--- src/rtl/fifo_word_packer_if.sv ---
// Purpose: bundles the FIFO read port and the packed-word valid/ready port of fifo_word_packer.
// Latency: wiring only, no storage.
// Backpressure: word_ready_i stalls the word port; empty_i stalls the read port.
interface fifo_word_packer_if #(
    parameter int DATA_W         = 8,
    parameter int BYTES_PER_WORD = 4
);
    localparam int WORD_W = DATA_W * BYTES_PER_WORD;
    localparam int CNT_W  = $clog2(BYTES_PER_WORD) + 1;

    // FIFO read side
    logic              empty_i;
    logic [DATA_W-1:0] data_i;
    logic              rd_en_o;
    // packed word side
    logic [WORD_W-1:0] word_o;
    logic              word_valid_o;
    logic              word_ready_i;
    logic [CNT_W-1:0]  byte_cnt_o;

    // packer side
    modport master (
        input  empty_i, data_i, word_ready_i,
        output rd_en_o, word_o, word_valid_o, byte_cnt_o
    );

    // FIFO + downstream consumer side
    modport slave (
        output empty_i, data_i, word_ready_i,
        input  rd_en_o, word_o, word_valid_o, byte_cnt_o
    );
endinterface

--- src/rtl/fifo_word_packer.sv ---
// Purpose: pops bytes from an 8-bit FIFO and packs BYTES_PER_WORD of them (first byte in lane 0) into one word.
// Latency: 2 cycles from the last rd_en_o of a word to word_valid_o; 1 byte/cycle sustained while filling.
// Backpressure: word held stable and popping stops while word_valid_o && !word_ready_i; no pop while empty_i.
// Optional: define PACKER_FLUSH_EN to flush a partial word after TIMEOUT idle cycles.
module fifo_word_packer #(
    parameter int DATA_W         = 8,
    parameter int BYTES_PER_WORD = 4,
    parameter int TIMEOUT        = 16
) (
    input  logic                  clk,
    input  logic                  rst,
    fifo_word_packer_if.master    bus
);
    localparam int WORD_W = DATA_W * BYTES_PER_WORD;
    localparam int CNT_W  = $clog2(BYTES_PER_WORD) + 1;

    if (BYTES_PER_WORD < 2 || TIMEOUT < 1) begin : g_cfg_err
        $error("fifo_word_packer: BYTES_PER_WORD must be >= 2 and TIMEOUT >= 1");
    end

    typedef enum logic {
        FILL = 1'b0,
        OUT  = 1'b1
    } state_t;

    state_t              state_q, state_d;
    logic [CNT_W-1:0]    collected_q, collected_d;
    logic                inflight_q, inflight_d;
    logic [WORD_W-1:0]   word_q, word_d;
    logic                valid_q, valid_d;
    logic [CNT_W-1:0]    byte_cnt_q, byte_cnt_d;
    logic                rd_en;

`ifdef PACKER_FLUSH_EN
    localparam int IDLE_W = $clog2(TIMEOUT + 1);
    logic [IDLE_W-1:0]   idle_q, idle_d;
`endif

    // The in-flight byte is counted so a word never gets more bytes than it has lanes.
    assign rd_en = !rst && (state_q == FILL) && !bus.empty_i
                   && ((collected_q + CNT_W'(inflight_q)) < CNT_W'(BYTES_PER_WORD));

    assign bus.rd_en_o      = rd_en;
    assign bus.word_o       = word_q;
    assign bus.word_valid_o = valid_q;
    assign bus.byte_cnt_o   = byte_cnt_q;

    // Next-state: capture the in-flight byte into its lane, close the word, release it on handshake.
    always_comb begin
        state_d     = state_q;
        collected_d = collected_q;
        inflight_d  = rd_en;
        word_d      = word_q;
        valid_d     = valid_q;
        byte_cnt_d  = byte_cnt_q;
`ifdef PACKER_FLUSH_EN
        idle_d      = idle_q;
`endif
        case (state_q)
            FILL: begin
                if (inflight_q) begin
                    for (int k = 0; k < BYTES_PER_WORD; k++) begin
                        if (collected_q == CNT_W'(k)) begin
                            word_d[k*DATA_W +: DATA_W] = bus.data_i;
                        end
                    end
                    collected_d = collected_q + CNT_W'(1);
                    if (collected_d == CNT_W'(BYTES_PER_WORD)) begin
                        state_d    = OUT;
                        valid_d    = 1'b1;
                        byte_cnt_d = CNT_W'(BYTES_PER_WORD);
                    end
                end
`ifdef PACKER_FLUSH_EN
                // Idle = partial word, nothing popped, nothing in flight.
                if (rd_en) begin
                    idle_d = '0;
                end else if (!inflight_q && (collected_q != '0)) begin
                    if (idle_q == IDLE_W'(TIMEOUT - 1)) begin
                        idle_d     = '0;
                        state_d    = OUT;
                        valid_d    = 1'b1;
                        byte_cnt_d = collected_q;
                    end else begin
                        idle_d = idle_q + IDLE_W'(1);
                    end
                end
`endif
            end
            OUT: begin
                if (bus.word_ready_i) begin
                    state_d     = FILL;
                    valid_d     = 1'b0;
                    word_d      = '0;
                    collected_d = '0;
                    byte_cnt_d  = '0;
                end
            end
            default: state_d = FILL;
        endcase
    end

    // State register; reset discards any partial word and in-flight byte.
    always_ff @(posedge clk) begin
        if (rst) begin
            state_q     <= FILL;
            collected_q <= '0;
            inflight_q  <= 1'b0;
            word_q      <= '0;
            valid_q     <= 1'b0;
            byte_cnt_q  <= '0;
`ifdef PACKER_FLUSH_EN
            idle_q      <= '0;
`endif
        end else begin
            state_q     <= state_d;
            collected_q <= collected_d;
            inflight_q  <= inflight_d;
            word_q      <= word_d;
            valid_q     <= valid_d;
            byte_cnt_q  <= byte_cnt_d;
`ifdef PACKER_FLUSH_EN
            idle_q      <= idle_d;
`endif
        end
    end
endmodule

--- src/flat_wrapper.sv ---
// flat-port wrapper written by rule: the top's interface ports become plain ports
module fifo_word_packer_flat 
#(
    parameter int DATA_W         = 8,
    parameter int BYTES_PER_WORD = 4,
    parameter int TIMEOUT        = 16
)
  (clk, rst, bus_empty_i, bus_data_i, bus_word_ready_i, bus_rd_en_o, bus_word_o, bus_word_valid_o, bus_byte_cnt_o);
  fifo_word_packer_if #(.DATA_W(DATA_W), .BYTES_PER_WORD(BYTES_PER_WORD)) bus_i ();
  input  logic clk;
  input  logic rst;
  input wire logic [$bits(bus_i.empty_i)-1:0] bus_empty_i;
  input wire logic [$bits(bus_i.data_i)-1:0] bus_data_i;
  input wire logic [$bits(bus_i.word_ready_i)-1:0] bus_word_ready_i;
  output wire logic [$bits(bus_i.rd_en_o)-1:0] bus_rd_en_o;
  output wire logic [$bits(bus_i.word_o)-1:0] bus_word_o;
  output wire logic [$bits(bus_i.word_valid_o)-1:0] bus_word_valid_o;
  output wire logic [$bits(bus_i.byte_cnt_o)-1:0] bus_byte_cnt_o;
  assign bus_i.empty_i = bus_empty_i;
  assign bus_i.data_i = bus_data_i;
  assign bus_i.word_ready_i = bus_word_ready_i;
  assign bus_rd_en_o = bus_i.rd_en_o;
  assign bus_word_o = bus_i.word_o;
  assign bus_word_valid_o = bus_i.word_valid_o;
  assign bus_byte_cnt_o = bus_i.byte_cnt_o;
  fifo_word_packer #(.DATA_W(DATA_W), .BYTES_PER_WORD(BYTES_PER_WORD), .TIMEOUT(TIMEOUT)) u_core (.clk(clk), .rst(rst), .bus(bus_i));
endmodule
--- config.mk ---
export PLATFORM = sky130hd
export DESIGN_NAME = fifo_word_packer_flat
export DESIGN_NICKNAME = d
export VERILOG_FILES = /design/src/rtl/fifo_word_packer_if.sv /design/src/rtl/fifo_word_packer.sv /design/src/flat_wrapper.sv
export SDC_FILE = /design/constraint.sdc
export NUM_CORES = 1
export LEC_CHECK = 0
export ABC_AREA = 1
export BUFFER_PORTS_ARGS = -buffer_cell sky130_fd_sc_hd__buf_4
export CAP_MARGIN = 20
export CORE_UTILIZATION = 50
export CTS_CLUSTER_SIZE = 20
export DETAILED_ROUTE_END_ITERATION = 12
export HOLD_SLACK_MARGIN = 0.03
export PLACE_DENSITY_LB_ADDON = 0.3
export SLEW_MARGIN = 20
export SYNTH_ARGS = -nofsm -noshare
export SYNTH_HDL_FRONTEND = slang
export SYNTH_SLANG_ARGS = --single-unit
--- constraint.sdc ---
create_clock -name clk -period 1.55 [get_ports clk]
set_input_delay 0.2325 -clock clk [delete_from_list [all_inputs] [get_ports clk]]
set_output_delay 0.2325 -clock clk [all_outputs]
set_load 0.005 [all_outputs]
==> results of run 1 <==
[sequential cells by signal, summed over array words and instances (netlist names)]
signal                 cells
u_core.bus.byte_cnt_o      1
u_core.bus.word_o         32
u_core.collected_q         3
u_core.inflight_q          1
u_core.state_q             1
[power by group through the flow]
stage               Sequential [W]  Combinational (W)  Clock (W)
floorplan                  0.00105           0.000126          0
global placement           0.00105           0.000207          0
detailed placement         0.00105           0.000211          0
CTS                        0.00103           0.000213   0.000891
global route               0.00103           0.000238   0.000944
finish                     0.00103           0.000212   0.000894
[worst paths after layout]
check | endpoint | slack (ps) | cells past startpoint
max | bus_rd_en_o | 110 | 4
min | u_core.collected_q[1] | 70 | 2
max reg2reg | u_core.bus.word_o[31] | 190 | 8
min reg2reg | u_core.collected_q[2] | 480 | 2
[critical path, stage by stage (launching register included)]
cell and delay [ps]:
dfxtp_2 390, nand3_1 90, xor2_1 180, nor2_1 60, buf_4 130
[synth_stat cells (all sizes together)]
cell type  count  area (um^2)
nor2          72          270
conb           1         3.75
buf           11         91.3
xor2           1         8.76
o21ai          1         5.00
inv           45          171
nand2         81          354
nand3          1         5.00
ha             6         75.1
nand3b         3         22.5
a21oi          8         40.0
or2            2         12.5
clkbuf         1         3.75
dfxtp         38          761
[per-layer routing]
metal | vias to the layer above | GRT usage | share of wire
met5 | - | 0 | 0
met4 | 0 | 0.0727 | 0.018
li1 | 864 | - | -
met1 | 699 | 0.262 | 0.48
met2 | 38 | 0.321 | 0.44
met3 | 7 | 0.0675 | 0.054
[cell families after synthesis]
kind of cell	Yosys count
AOI/OAI and AO/OA	9
xor gates and xnor gates	1
adders and majority gates	6
buffers and inverters	57
DFF	38
other	1
and+or+nand+nor	159
[layout by cell type (no fill, tap or decap)]
master | Yosys | routed
nor2_1 | 72 | 72
nand2_1 | 71 | 71
buf_4 | 3 | 49
inv_1 | 44 | 43
dfxtp_1 | 38 | 35
a21oi_1 | 8 | 8
ha_1 | 6 | 6
nand2_4 | 5 | 5
nand2_2 | 5 | 5
clkbuf_4 | 0 | 5
nand3b_1 | 3 | 3
dfxtp_2 | 0 | 3
or2_2 | 2 | 2
conb_1 | 1 | 2
bufinv_16 | 0 | 2
inv_2 | 0 | 1
inv_4 | 1 | 1
nand3_1 | 1 | 1
xor2_1 | 1 | 1
o21ai_0 | 1 | 1
clkbuf_8 | 0 | 1
[repair_timing]
action                                  4_1_cts  5_1_grt
endpoints found under the setup margin        0        1
resized for setup                             0        4
buffers inserted                              0        0
[stage by stage]
stage	total power (W)	instance area, um^2	setup TNS, ps
after global placement	0.00126	2160	0
after global routing	0.00222	2270	-15.6
after detailed placement	0.00126	2160	0
after CTS	0.00213	2270	0
after floorplan	0.00118	1830	0
final	0.00213	2270	0
[area by class of cell]
type | instances | share of cell area
clock buffers | 6 | 0.0226
well taps | 46 | 0.0253
inverters | 45 | 0.0754
multi-input cells | 177 | 0.352
flip-flops and latches | 38 | 0.336
clock inverters | 2 | 0.0264
repair buffers | 49 | 0.162
==> metrics.md, run 1 <==
| Metric | Value |
|---|---|
| Status | complete, no violations |
| Vias in the first global route | 1382 |
| CTS max path bufs | 2 |
| Final Critical Period | 1440 ps |
| Largest family of logic cells by synthesized area | simple AND/OR/NAND/NOR gates |
| Int Pwr | 0.00165 W |
| DRC viols | 0 |
| Htree depth | 2 |
| Max Clock Skew | 4.82 ps |
| Mapped Area | 0.00182 mm^2 |
| I/O pin cnt | 49 |
| Ant. Diodes | 0 |
| Syn Area/Cell | 6.73 um^2 |
| Post-Synth XOR/XNOR Area | 0.00480 |
| Worst hold margin | 68.6 ps |
| Vert. Die Dim | 62.4 um |
| PwrDens | 939 mW/mm^2 |
| Row count | 21 |
| Crit path DAT | 1210 ps |
| Fill cells | 324 |
| Sw Share | 0.228 |
| Die W | 62.4 um |
| Initial DRC Count | 83 |
| Hold crit path type | primary input to flop |
| GPL Wtd Cong | 0.771 |
| Reg area | 764 um^2 |
| Largest net degree at the start of global routing | 21 |
| Cells after Synth | 271 |
| CTS tree | built |
| Post-DR vias/cell | 4.43 |
| DP Cell Count | 355 |
| Clock network fraction of total power | 0.419 |
| Compound-Gate Fraction of Synth Area | 0.0247 |
| Final cell utilization of the core | 0.666 |
| Post-Synth Simple-Gate Area | 0.364 |
| Ys Warns | 0 |
| Crit share post-route | 0.930 |
| Min-delay src | rst |
| Synth cell types | 20 |
| Number of I/O port buffers | 46 |
| Crit. Startpoint | u_core.collected_q[0] |
| Post-synthesis register bit count | 38 |
| Req. time, crit path | 1320 ps |
| Core area | 0.00342 mm^2 |
| Worst Setup End Kind | output pin |
| Final setup vio count | 0 |
| Sequential area share after synthesis | 0.417 |
| Full die area | 0.00389 mm^2 |
| Crit Reg-Reg Startpoint | u_core.collected_q[0] |
| Critical path peak fanout | 6 |
| Grt ovf | 0 |
| Area grow syn2layout | 24.6% |
| Fin nets | 334 |
| DRT antenna net count | 0 |
| Net Sw Power | 0.000486 W |
| Clock Tree Root | clkbuf_4 |
| GR Util All Layers | 0.205 |
| Reg clk slew, reported paths | 110 ps |
| Vias | 1608 |
| Hold Buf Count CTS | 0 |
| Final hold vios | 0 |
| Cts bufs inserted | 5 |
| Worst slew margin | 0.663 |
| FMAX | 0.694 GHz |
| Synth Area in Adders | 0.0412 |
| Worst vdd ir | 0.646 mV |
| Clock insertion delay at the later pin of the skew report | 360 ps |
| Number of max-cap violations | 0 |
| Comb pwr share | 0.099 |
| WL per Instance | 10.2 um |
| Post-synthesis mux area share | 0 |
| Detailed placement HPWL | 2.63 mm |
| Critical path class | flop to output pin |
| Post-Route WL | 3.72 mm |
| Initial antenna violation count | 0 |
| Multi-input gate area | 801 um^2 |
| Clk sinks | 38 |
| Layout cells sized above 1 | 0.233 |
| Starting Density | 0.534 |
| First-pass GRT wire length | 6.18 mm |
| Least-Margin Pin Slew | 504 ps |
| DR pass1 iterations | 5 |
| Worst setup margin | 108 ps |
| P_leak | 1.30 nW |
| Non-Filler Instances | 363 |
| CP Launch Type | flop |
| Seq pwr share | 0.482 |
| Slew Viols, Final | 0 |
| Pre-CTS setup slack | 196 ps |
(Power assumes the default switching activity.)
==> run 2, diff against run 1 <==
--- a/config.mk
+++ b/config.mk
@@ -9,6 +9,7 @@
 export BUFFER_PORTS_ARGS = -buffer_cell sky130_fd_sc_hd__buf_4
 export CAP_MARGIN = 20
 export CORE_UTILIZATION = 50
+export CTS_BUF_LIST = sky130_fd_sc_hd__clkbuf_4 sky130_fd_sc_hd__clkbuf_8
 export CTS_CLUSTER_SIZE = 20
 export DETAILED_ROUTE_END_ITERATION = 12
 export HOLD_SLACK_MARGIN = 0.03
==> constraint.sdc (replaced) <==
create_clock -name clk -period 1.45 [get_ports clk]
set_input_delay 0.2175 -clock clk [delete_from_list [all_inputs] [get_ports clk]]
set_output_delay 0.2175 -clock clk [all_outputs]
set_load 0.005 [all_outputs]
==> run 2 against run 1 <==
Effect of this change: routed wire length up 0.13%; global-route usage decreased by 0.16 points; sequential cell count did not move; clock power is 34% lower; worst setup slack got worse by 65 ps; critical path type unchanged; largest cell class unchanged; highest routed layer unchanged.
==> metrics.md, run 2 (synthesized netlist as in run 1, its figures left out) <==
| Metric | Value |
|---|---|
| Status | complete, no violations |
| Number of I/O port buffers | 46 (unchanged) |
| Vias | 1600 (-0.50%) |
| Worst Setup End Kind | output pin |
| DRC viols | 0 (unchanged) |
| Vert. Die Dim | 62.4 um (unchanged) |
| Final Critical Period | 1410 ps |
| Pre-CTS setup slack | 95.3 ps (-101 ps) |
| Final hold vios | 0 (unchanged) |
| Crit path DAT | 1190 ps (-20 ps) |
| Most frequent cells in the layout | nor2_1 (72), nand2_1 (70), buf_4 (51) |
| FMAX | 0.711 GHz |
| Full die area | 0.00389 mm^2 (unchanged) |
| Slew Viols, Final | 0 (unchanged) |
| CTS max path bufs | 2 (unchanged) |
| Grt ovf | 0 (unchanged) |
| WL met1 | 1.80 mm (about the same) |
| Area grow syn2layout | 25.4% |
| Worst setup margin | 43.0 ps (-65.3 ps) |
| RSZ-0062 raised after global routing | yes |
| Worst hold margin | 61.5 ps (-7.01 ps) |
| Critical path peak fanout | 5 (-1) |
| Worst vdd ir | 0.554 mV (-14%) |
| Vias in the first global route | 1410 (+2.0%) |
| Htree depth | 2 (unchanged) |
| Req. time, crit path | 1230 ps (-90 ps) |
| Crit share post-route | 0.970 |
| Clock Tree Root | clkbuf_4 |
| CP Launch Type | flop |
| GR Util All Layers | 0.203 (-0.00163) |
| Number of max-cap violations | 0 (unchanged) |
| Layout cells sized above 1 | 0.252 (+0.0189) |
| Hold crit path type | primary input to flop |
| Met2 WL | 1.74 mm (+5.3%) |
| DR pass1 iterations | 4 (-1) |
| Die W | 62.4 um (unchanged) |
| Core area | 0.00342 mm^2 (unchanged) |
| Reg clk slew, reported paths | 110 ps (about the same) |
| Clock insertion delay at the later pin of the skew report | 340 ps (-20 ps) |
| Fin nets | 338 (+1.2%) |
| WL per Instance | 10.1 um (-0.96%) |
| Cts bufs inserted | 5 (unchanged) |
| Critical path class | flop to output pin |
| Initial DRC Count | 57 (-31%) |
| Post-DR vias/cell | 4.36 (-1.6%) |
| Highest metal used | met4 |
| PwrDens | 841 mW/mm^2 (-10%) |
| Initial antenna violation count | 0 (unchanged) |
| Clk sinks | 38 (unchanged) |
| Ant. Diodes | 0 (unchanged) |
| Starting Density | 0.534 (unchanged) |
| Detailed placement HPWL | 2.55 mm (-3.4%) |
| First-pass GRT wire length | 6.13 mm (-0.89%) |
| Final cell utilization of the core | 0.670 (+0.00403) |
| Routed wl met3 | 153 um (-24%) |
| Largest net degree at the start of global routing | 34 (+62%) |
| CTS tree | built |
| Number of flip-flops under the largest register name | 32 (unchanged) |
| Post-Route WL | 3.72 mm (+0.13%) |
| I/O pin cnt | 49 (unchanged) |
| Final setup vio count | 0 (unchanged) |
| Max Clock Skew | 6.65 ps (+1.83 ps) |
| Row count | 21 (unchanged) |
| P_leak | 1.30 nW (about the same) |
| GPL Wtd Cong | 0.832 (+7.9%) |
| DRT antenna net count | 0 (unchanged) |
| Hold Buf Count CTS | 0 (unchanged) |
| Commonest non-fill, non-tap cell in the layout | nor2_1 |
-- run 2: cell types whose count changed in the layout (fill, tap and decap cells not counted), sizes merged --
cell / delta
buf: +3
bufinv: -2
clkinv: +1
clkinvlp: +1
nand2: +1
-- run 2: cell type report --
type	count	area, um^2
repair buffers	52	403
clock inverters	2	12.5
fillers	297	1130
inverters	45	171
flip-flops and latches	38	769
well taps	46	57.6
multi-input cells	178	822
clock buffers	6	51.3
-- run 2: worst max-delay path: stages, from the launching register on --
cell	delay, ps
dfxtp_4	390
nand3_2	90
xor2_2	160
nor2_1	90
buf_4	110
-- run 2: stage by stage --
step | cells | setup TNS (ps) | power, W | instance area, um^2
floorplan | 272 | 0 | 0.00126 | 1830
global placement | 355 | 0 | 0.00135 | 2170
detailed placement | 355 | 0 | 0.00135 | 2170
CTS | 364 | 0 | 0.00193 | 2250
global route | 367 | -37.3 | 0.00203 | 2290
finish | 367 | 0 | 0.00192 | 2290
-- run 2: worst paths after layout --
kind / slack, ps / end / from / cells past startpoint
hold / removal: 60 / u_core.collected_q[1] / rst / 2
setup / recovery: 40 / bus_rd_en_o / u_core.collected_q[1] / 4
hold reg to reg: 480 / u_core.collected_q[2] / u_core.collected_q[2] / 2
setup reg to reg: 100 / u_core.bus.word_o[8] / u_core.collected_q[0] / 8
-- run 2: layer usage --
metal | global-route usage | up-vias
met2 | 0.334 | 28
met5 | 0 | -
met3 | 0.0730 | 4
li1 | - | 873
met4 | 0.0756 | 0
met1 | 0.241 | 695
-- run 2: power by group --
| part | leakage, nW | switching, W | internal [W] |
|---|---|---|---|
| clock | 0.0343 | 0.000354 | 0.000233 |
| combinational | 0.959 | 0.000131 | 0.000109 |
| sequential | 0.310 | 0.0000210 | 0.00108 |
| total | 1.30 | 0.000505 | 0.00142 |
-- run 2: repair_timing --
item / in CTS / in global routing
buffers inserted: 1 / 2
resized for setup: 6 / 3
endpoints found under the setup margin: 1 / 6
cloned: 0 / 1
pin swaps: 1 / 2
